### src/rtl/top_rand_inv_pkg.sv
// Shared definitions for the inverse scrambler: word/counter widths, feedback
// taps of the x^6+x^5+1 forward scrambler, FSM encoding and the inverse step.
package top_rand_inv_pkg;

   localparam int WORD_W = 6;
   localparam int CNT_W  = 3;
   localparam int TAP_HI = 5;
   localparam int TAP_LO = 4;

   typedef enum logic [1:0] {
      IDLE  = 2'd0,
      SHIFT = 2'd1,
      DONE  = 2'd2
   } state_t;

   // Forward step shifts left and feeds s[HI]^s[LO] into bit 0, so undoing it
   // shifts right and rebuilds s[HI] from the fed-back bit and the old s[LO].
   function automatic logic [WORD_W-1:0] inv_step(input logic [WORD_W-1:0] s);
      logic [WORD_W-1:0] r;
      r         = s >> 1;
      r[TAP_HI] = s[0] ^ s[TAP_LO + 1];
      return r;
   endfunction

endpackage

### src/rtl/rand_inv_dp.sv
// Datapath for top_rand_inv: working register, inverse-step logic, step
// counter and the output word/flag registers.
module rand_inv_dp
   import top_rand_inv_pkg::*;
(
   input  logic              clk,
   input  logic              rst,
   input  logic              load_i,
   input  logic              shift_en_i,
   input  logic              out_en_i,
   input  logic [WORD_W-1:0] data_i,
   output logic [CNT_W-1:0]  cnt_o,
   output logic [WORD_W-1:0] data_o,
   output logic [1:0]        result_o
);

   logic [WORD_W-1:0] work_q, work_d;
   logic [CNT_W-1:0]  cnt_q, cnt_d;
   logic [WORD_W-1:0] dout_q, dout_d;
   logic [1:0]        res_q, res_d;

   always_comb begin
      // NOTE: every _d starts from its _q so no path through this block leaves
      // a variable unassigned, which would otherwise infer a latch.
      work_d = work_q;
      cnt_d  = cnt_q;
      dout_d = dout_q;
      res_d  = res_q;
      if (load_i) begin
         work_d = data_i;
         cnt_d  = '0;
      end else if (shift_en_i) begin
         work_d = inv_step(work_q);
         cnt_d  = cnt_q + CNT_W'(1);
      end
      if (out_en_i) begin
         dout_d = work_q;
         res_d  = {~|work_q, ^work_q};
      end
   end

   always_ff @(posedge clk) begin
      // NOTE: state registers use non-blocking assignments so every flop
      // samples the pre-edge values regardless of statement order.
      if (!rst) begin
         work_q <= '0;
         cnt_q  <= '0;
         dout_q <= '0;
         res_q  <= '0;
      end else begin
         work_q <= work_d;
         cnt_q  <= cnt_d;
         dout_q <= dout_d;
         res_q  <= res_d;
      end
   end

   assign cnt_o    = cnt_q;
   assign data_o   = dout_q;
   assign result_o = res_q;

endmodule

### src/rtl/top_rand_inv.sv
// Inverse scrambler top: IDLE/SHIFT/DONE controller sequencing rand_inv_dp,
// one inverse step per SHIFT cycle, results published from DONE.
module top_rand_inv
   import top_rand_inv_pkg::*;
(
   input  logic              clk,
   input  logic              rst,
   input  logic              start,
   input  logic [WORD_W-1:0] data_in,
   input  logic [CNT_W-1:0]  num_steps,
   output logic [WORD_W-1:0] data_out,
   output logic [1:0]        result,
   output logic              busy,
   output logic              done
);

   state_t           state_q;
   logic [CNT_W-1:0] steps_q;
   logic [CNT_W-1:0] cnt;
   logic             busy_q;
   logic             done_q;
   logic             load;
   logic             shift_en;
   logic             out_en;

   assign load     = (state_q == IDLE) && start;
   assign shift_en = (state_q == SHIFT);
   assign out_en   = (state_q == DONE);

   always_ff @(posedge clk) begin
      if (!rst) begin
         state_q <= IDLE;
         steps_q <= '0;
         busy_q  <= 1'b0;
         done_q  <= 1'b0;
      end else begin
         done_q <= 1'b0;
         unique case (state_q)
            IDLE: begin
               if (start) begin
                  steps_q <= num_steps;
                  busy_q  <= 1'b1;
                  state_q <= (num_steps == '0) ? DONE : SHIFT;
               end
            end
            SHIFT: begin
               // steps_q is at least 1 here, so the subtraction cannot wrap.
               if (cnt == steps_q - CNT_W'(1)) begin
                  busy_q  <= 1'b0;
                  state_q <= DONE;
               end
            end
            DONE: begin
               done_q  <= 1'b1;
               busy_q  <= 1'b0;
               state_q <= IDLE;
            end
            default: state_q <= IDLE;
         endcase
      end
   end

   rand_inv_dp u_dp (
      .clk        (clk),
      .rst        (rst),
      .load_i     (load),
      .shift_en_i (shift_en),
      .out_en_i   (out_en),
      .data_i     (data_in),
      .cnt_o      (cnt),
      .data_o     (data_out),
      .result_o   (result)
   );

   assign busy = busy_q;
   assign done = done_q;

endmodule

### config.mk
export PLATFORM = sky130hd
export DESIGN_NAME = top_rand_inv
export DESIGN_NICKNAME = d
export VERILOG_FILES = /design/src/rtl/top_rand_inv_pkg.sv /design/src/rtl/rand_inv_dp.sv /design/src/rtl/top_rand_inv.sv
export SDC_FILE = /design/constraint.sdc
export NUM_CORES = 1
export LEC_CHECK = 0
export BUFFER_PORTS_ARGS = -buffer_cell sky130_fd_sc_hd__clkbuf_2
export CELL_PAD_IN_SITES_DETAIL_PLACEMENT = 2
export CELL_PAD_IN_SITES_GLOBAL_PLACEMENT = 2
export CORE_AREA = 5 5 77 65
export CTS_BUF_LIST = sky130_fd_sc_hd__clkbuf_4 sky130_fd_sc_hd__clkbuf_8 sky130_fd_sc_hd__clkbuf_16
export DETAILED_ROUTE_END_ITERATION = 10
export DIE_AREA = 0 0 82 70
export GPL_ROUTABILITY_DRIVEN = 1
export PLACE_DENSITY = 0.69
export SETUP_SLACK_MARGIN = 0.15
export SLEW_MARGIN = 40
export SYNTH_ARGS = -nofsm -noshare
export SYNTH_HDL_FRONTEND = slang
export SYNTH_SLANG_ARGS = --single-unit
### constraint.sdc
create_clock -name clk -period 1.61 [get_ports clk]
set_input_delay 0.4025 -clock clk [delete_from_list [all_inputs] [get_ports clk]]
set_output_delay 0.4025 -clock clk [all_outputs]
set_load 0.03 [all_outputs]
==> report_table.html <==
<table>
<tr><th>Metric</th><th>Value</th></tr>
<tr><th colspan="2">Routing</th></tr>
<tr><td>Met3 routed WL</td><td>96 microns</td></tr>
<tr><td>Mean number of vias per cell</td><td>roughly 4.5</td></tr>
<tr><td>Vias</td><td>915</td></tr>
<tr><td>Remaining DRCs</td><td>0</td></tr>
<tr><td>Met2 WL</td><td>1.53 mm</td></tr>
<tr><td>Average wire per cell in the routed design</td><td>15.4 microns</td></tr>
<tr><td>Highest routed layer</td><td>met4</td></tr>
<tr><td>Detailed Routing Iterations Pass 1</td><td>3</td></tr>
<tr><td>Met1 wire length</td><td>about 1.5 mm</td></tr>
<tr><td>Final ANT Viol Nets</td><td>0</td></tr>
<tr><td>Count of routing violations after the opening detailed-route iteration</td><td>28</td></tr>
<tr><td>Post-Route WL</td><td>3.15 mm</td></tr>
<tr><th colspan="2">Clock network</th></tr>
<tr><td>Clock latency on the worst-skew pair</td><td>270 ps</td></tr>
<tr><td>Clock sink count</td><td>24</td></tr>
<tr><td>Largest buffer count on any clock path</td><td>2</td></tr>
<tr><td>Cell chosen for the clock root</td><td>sky130_fd_sc_hd__clkbuf_8</td></tr>
<tr><td>Number of H-tree levels</td><td>1</td></tr>
<tr><td>Number of buffers added by the clock tree synthesis step</td><td>3</td></tr>
<tr><td>TritonCTS clock tree</td><td>built</td></tr>
<tr><td>Post-CTS clock slew at the launch and capture registers of the worst setup and hold paths</td><td>90 ps</td></tr>
<tr><td>Total of hold buffers inserted after clock tree synthesis</td><td>0</td></tr>
<tr><th colspan="2">Cells and area</th></tr>
<tr><td>Filler instances</td><td>~460</td></tr>
<tr><td>Area of the multi-input gates</td><td>about 700 sq um</td></tr>
<tr><td>Antenna diode count</td><td>0</td></tr>
<tr><td>Area growth from synthesis to layout</td><td>24.3%</td></tr>
<tr><td>Share of cells above drive strength 1</td><td>0.293</td></tr>
<tr><td>Final net count</td><td>between 150 and 200</td></tr>
<tr><td>Area taken by flip-flops and latches</td><td>484 sq um</td></tr>
<tr><td>Non-Filler Cell Area, Final</td><td>0.00148 sq mm</td></tr>
<tr><th colspan="2">Synth</th></tr>
<tr><td>Most used standard cell by instance count after synthesis</td><td>sky130_fd_sc_hd__dfxtp_1</td></tr>
<tr><td>Summed instance area of the synthesized netlist</td><td>0.00119 sq mm</td></tr>
<tr><td>Main flop type after synthesis</td><td>sky130_fd_sc_hd__dfxtp_1</td></tr>
<tr><td>Fraction of synthesis flops using an asynchronous set or reset pin</td><td>0</td></tr>
<tr><td>Sequential element share of the synthesized area</td><td>0.403</td></tr>
<tr><td>Synthesis Warnings</td><td>0</td></tr>
<tr><td>Flip-flop and latch count after synthesis</td><td>24</td></tr>
<tr><td>Most numerous cell types in the synthesized netlist</td><td>sky130_fd_sc_hd__dfxtp_1, sky130_fd_sc_hd__nand2_1, sky130_fd_sc_hd__inv_1, sky130_fd_sc_hd__ha_1, sky130_fd_sc_hd__mux2i_1</td></tr>
<tr><td>Synth Area per Inst</td><td>9.69 sq um</td></tr>
<tr><td>Distinct cell type count of the synthesized netlist</td><td>28</td></tr>
<tr><td>Synth area leader</td><td>sky130_fd_sc_hd__dfxtp_1</td></tr>
<tr><td>Syn Inst Count</td><td>about 120</td></tr>
<tr><td>Cell types with the largest area share after synthesis</td><td>sky130_fd_sc_hd__dfxtp_1, sky130_fd_sc_hd__ha_1, sky130_fd_sc_hd__mux2i_1</td></tr>
<tr><td>Top cell type's share of synthesized area</td><td>0.403</td></tr>
<tr><td>Post-synthesis net count</td><td>144</td></tr>
<tr><td>Number of enable-type register cells in the synthesized netlist</td><td>0</td></tr>
<tr><th colspan="2">Status</th></tr>
<tr><td>Result of the run</td><td>completed</td></tr>
<tr><th colspan="2">Die</th></tr>
<tr><td>Die H</td><td>70 microns</td></tr>
<tr><td>Core box area</td><td>0.00410 sq mm</td></tr>
<tr><td>Area of the die</td><td>0.00574 sq mm</td></tr>
<tr><td>Initial core utilization</td><td>0.291</td></tr>
<tr><td>Placement Rows</td><td>21</td></tr>
<tr><td>Die X-Extent</td><td>82 microns</td></tr>
<tr><td>Ports placed on the boundary</td><td>22</td></tr>
<tr><th colspan="2">STA</th></tr>
<tr><td>Rel. slew slack</td><td>0.729</td></tr>
<tr><td>Worst clock skew</td><td>0.877 ps</td></tr>
<tr><td>Period utilisation layout</td><td>0.948</td></tr>
<tr><td>Worst Hold Margin</td><td>376 ps</td></tr>
<tr><td>Number of endpoints failing setup at the final stage</td><td>0</td></tr>
<tr><td>Hold Violations, Final</td><td>0</td></tr>
<tr><td>Max Transition Viols Final</td><td>0</td></tr>
<tr><td>Minimum period implied by the final worst setup slack</td><td>1530 ps</td></tr>
<tr><td>Fmax</td><td>655 MHz</td></tr>
<tr><td>Actual slew at the worst max-slew pin</td><td>406 ps</td></tr>
<tr><td>Setup ws final</td><td>83.2 ps</td></tr>
<tr><td>RSZ-0062 raised after global routing</td><td>true</td></tr>
<tr><th colspan="2">Worst setup path</th></tr>
<tr><td>Worst reg2reg startpoint</td><td>steps_q[1]$_SDFFE_PN0P_</td></tr>
<tr><td>Crit Reg-Reg Endpoint</td><td>busy$_SDFFE_PN0P_</td></tr>
<tr><td>R2r worst-path depth</td><td>6</td></tr>
<tr><td>Reg-to-reg slack, setup</td><td>80 ps</td></tr>
<tr><td>Critical path required time</td><td>1780 ps</td></tr>
<tr><td>Launch point of the worst path</td><td>steps_q[1]$_SDFFE_PN0P_</td></tr>
<tr><td>Arrival time reported for the critical path endpoint</td><td>~1700 ps</td></tr>
<tr><td>Cells along the critical path</td><td>inv_2 &gt; ha_4 &gt; xnor2_4 &gt; o31ai_4 &gt; nand4_1 &gt; and3_1</td></tr>
<tr><td>Kind of cell with the highest combined delay on the critical path</td><td>flip-flops</td></tr>
<tr><td>Count of buffer and inverter cells on the critical path</td><td>1</td></tr>
<tr><td>Slowest cell on crit path</td><td>sky130_fd_sc_hd__dfxtp_2</td></tr>
<tr><td>Highest fanout seen on the critical path</td><td>5</td></tr>
<tr><td>Total stage count of the critical path</td><td>6</td></tr>
<tr><td>Setup CP Type</td><td>reg2reg</td></tr>
<tr><td>Endpoint type of the worst setup path</td><td>register</td></tr>
<tr><td>CP max stage delay</td><td>~340 ps</td></tr>
<tr><td>Critical Path Sink</td><td>busy$_SDFFE_PN0P_</td></tr>
<tr><td>Kind of start point of the critical path</td><td>register</td></tr>
<tr><th colspan="2">Power</th></tr>
<tr><td>Leakage</td><td>0.624 nW</td></tr>
<tr><td>Power per cell area</td><td>1100 mW/mm^2</td></tr>
<tr><td>Peak supply drop</td><td>0.000462 V</td></tr>
<tr><th colspan="2">Global routing</th></tr>
<tr><td>Antenna violations before repair</td><td>0</td></tr>
<tr><td>Gr usage total</td><td>0.116</td></tr>
<tr><td>Via count of the first global-routing pass</td><td>1025</td></tr>
<tr><td>Pin count of the biggest net entering global routing</td><td>23</td></tr>
<tr><td>Congestion Overflow GR</td><td>0</td></tr>
<tr><td>Global-route wire length before repair</td><td>slightly above 5 mm</td></tr>
<tr><th colspan="2">Worst hold path</th></tr>
<tr><td>Path category of the worst min-delay check</td><td>in2reg</td></tr>
<tr><th colspan="2">Placement</th></tr>
<tr><td>Post-Place Worst Slack</td><td>-12.0 ps</td></tr>
<tr><td>DPL Wire Length</td><td>~2.2 mm</td></tr>
<tr><td>Routability Congestion</td><td>roughly 0.71</td></tr>
<tr><td>Port Buffers</td><td>21</td></tr>
<tr><td>Placed Area</td><td>~0.0014 sq mm</td></tr>
<tr><th colspan="2">Run</th></tr>
<tr><td>MaxCap Viol Count</td><td>0</td></tr>
</table>
[registers in the layout, indices dropped and copies added (netlist names)]
name / cells
steps_q: 3
state_q: 2
u_dp.result_o: 2
u_dp.cnt_o: 3
u_dp.work_q: 6
done: 1
u_dp.data_o: 6
busy: 1
[cell type report]
| type | instances | share of cell area |
|---|---|---|
| Multi-Input combinational cell | 83 | 0.469 |
| Sequential cell | 24 | 0.327 |
| Timing Repair Buffer | 25 | 0.0911 |
| Tap cell | 57 | 0.0481 |
| Clock buffer | 4 | 0.0371 |
| Inverter | 11 | 0.0278 |
[per-stage QoR]
step | utilization | setup TNS (ps) | instances | total power [mW]
2_1_floorplan | - | 0 | 123 | 1.05
3_3_place_gp | 0.336 | 0 | 198 | 1.16
3_5_place_dp | 0.336 | -12.0 | 198 | 1.18
4_1_cts | 0.359 | 0 | 203 | 1.64
5_1_grt | 0.362 | 0 | 204 | 1.73
6_report | 0.362 | 0 | 204 | 1.63
[where the power goes]
part / total (mW) / leakage, nW / switching [mW] / internal [mW]
logic: 0.506 / 0.398 / 0.279 / 0.226
clock network: 0.425 / 0.0288 / 0.206 / 0.219
registers: 0.699 / 0.198 / 0.0448 / 0.654
[placed cells by master, fill, tap and decap left out, types with 2 or more instances in the layout]
cell type	synthesis	layout
sky130_fd_sc_hd__clkbuf_2	0	21
sky130_fd_sc_hd__inv_1	11	9
sky130_fd_sc_hd__xnor2_1	6	5
sky130_fd_sc_hd__o211a_1	6	6
sky130_fd_sc_hd__a21boi_0	4	4
sky130_fd_sc_hd__o211ai_1	5	5
sky130_fd_sc_hd__nor2_1	3	3
sky130_fd_sc_hd__clkbuf_8	0	4
sky130_fd_sc_hd__a21oi_1	3	3
sky130_fd_sc_hd__nand3_1	3	3
sky130_fd_sc_hd__buf_4	0	4
sky130_fd_sc_hd__dfxtp_1	24	21
sky130_fd_sc_hd__mux2i_1	8	8
sky130_fd_sc_hd__inv_2	0	2
sky130_fd_sc_hd__dfxtp_2	0	3
sky130_fd_sc_hd__ha_1	9	6
sky130_fd_sc_hd__nand2b_1	3	3
sky130_fd_sc_hd__nand4_1	2	2
sky130_fd_sc_hd__nand2_1	12	12
sky130_fd_sc_hd__nor2b_1	7	7
sky130_fd_sc_hd__ha_2	0	2
[cells by family (layout without fill, tap and decap cells)]
group / count (synthesis) / count (layout) / share of synthesized area
simple gates: 36 / 37 / 0.159
flops: 24 / 24 / 0.403
compound gates: 21 / 21 / 0.151
buf+inv: 17 / 40 / 0.0535
fa+ha+maj: 9 / 9 / 0.0944
xor+xnor: 8 / 8 / 0.0714
mux: 8 / 8 / 0.0672
[metal layers]
metal  vias up  GRT usage
li1        462          -
met1       438      0.146
met2        13      0.196
met3         2     0.0386
met4         0     0.0166
met5         -          0
[worst min-delay path by stage]
stage,from,to,slack (ps),depth (start not counted)
after floorplan,steps_q[1]$_SDFFE_PN0P_,steps_q[1]$_SDFFE_PN0P_,440,2
after global placement,steps_q[1]$_SDFFE_PN0P_,steps_q[1]$_SDFFE_PN0P_,460,2
after detailed placement,steps_q[1]$_SDFFE_PN0P_,steps_q[1]$_SDFFE_PN0P_,480,2
after CTS,data_in[3],u_dp.work_q[3]$_SDFFE_PN0P_,370,2
after global routing,data_in[2],u_dp.work_q[2]$_SDFFE_PN0P_,370,2
final,data_in[3],u_dp.work_q[3]$_SDFFE_PN0P_,380,2
[repair_timing]
| action | in CTS | in global routing |
|---|---|---|
| setup endpoints to repair | 12 | 9 |
| cloned | 0 | 1 |
| setup buffers | 1 | 0 |
| pin swaps | 4 | 1 |
| gates resized for setup | 7 | 3 |
Note: power is estimated with default switching activity, not from simulation.
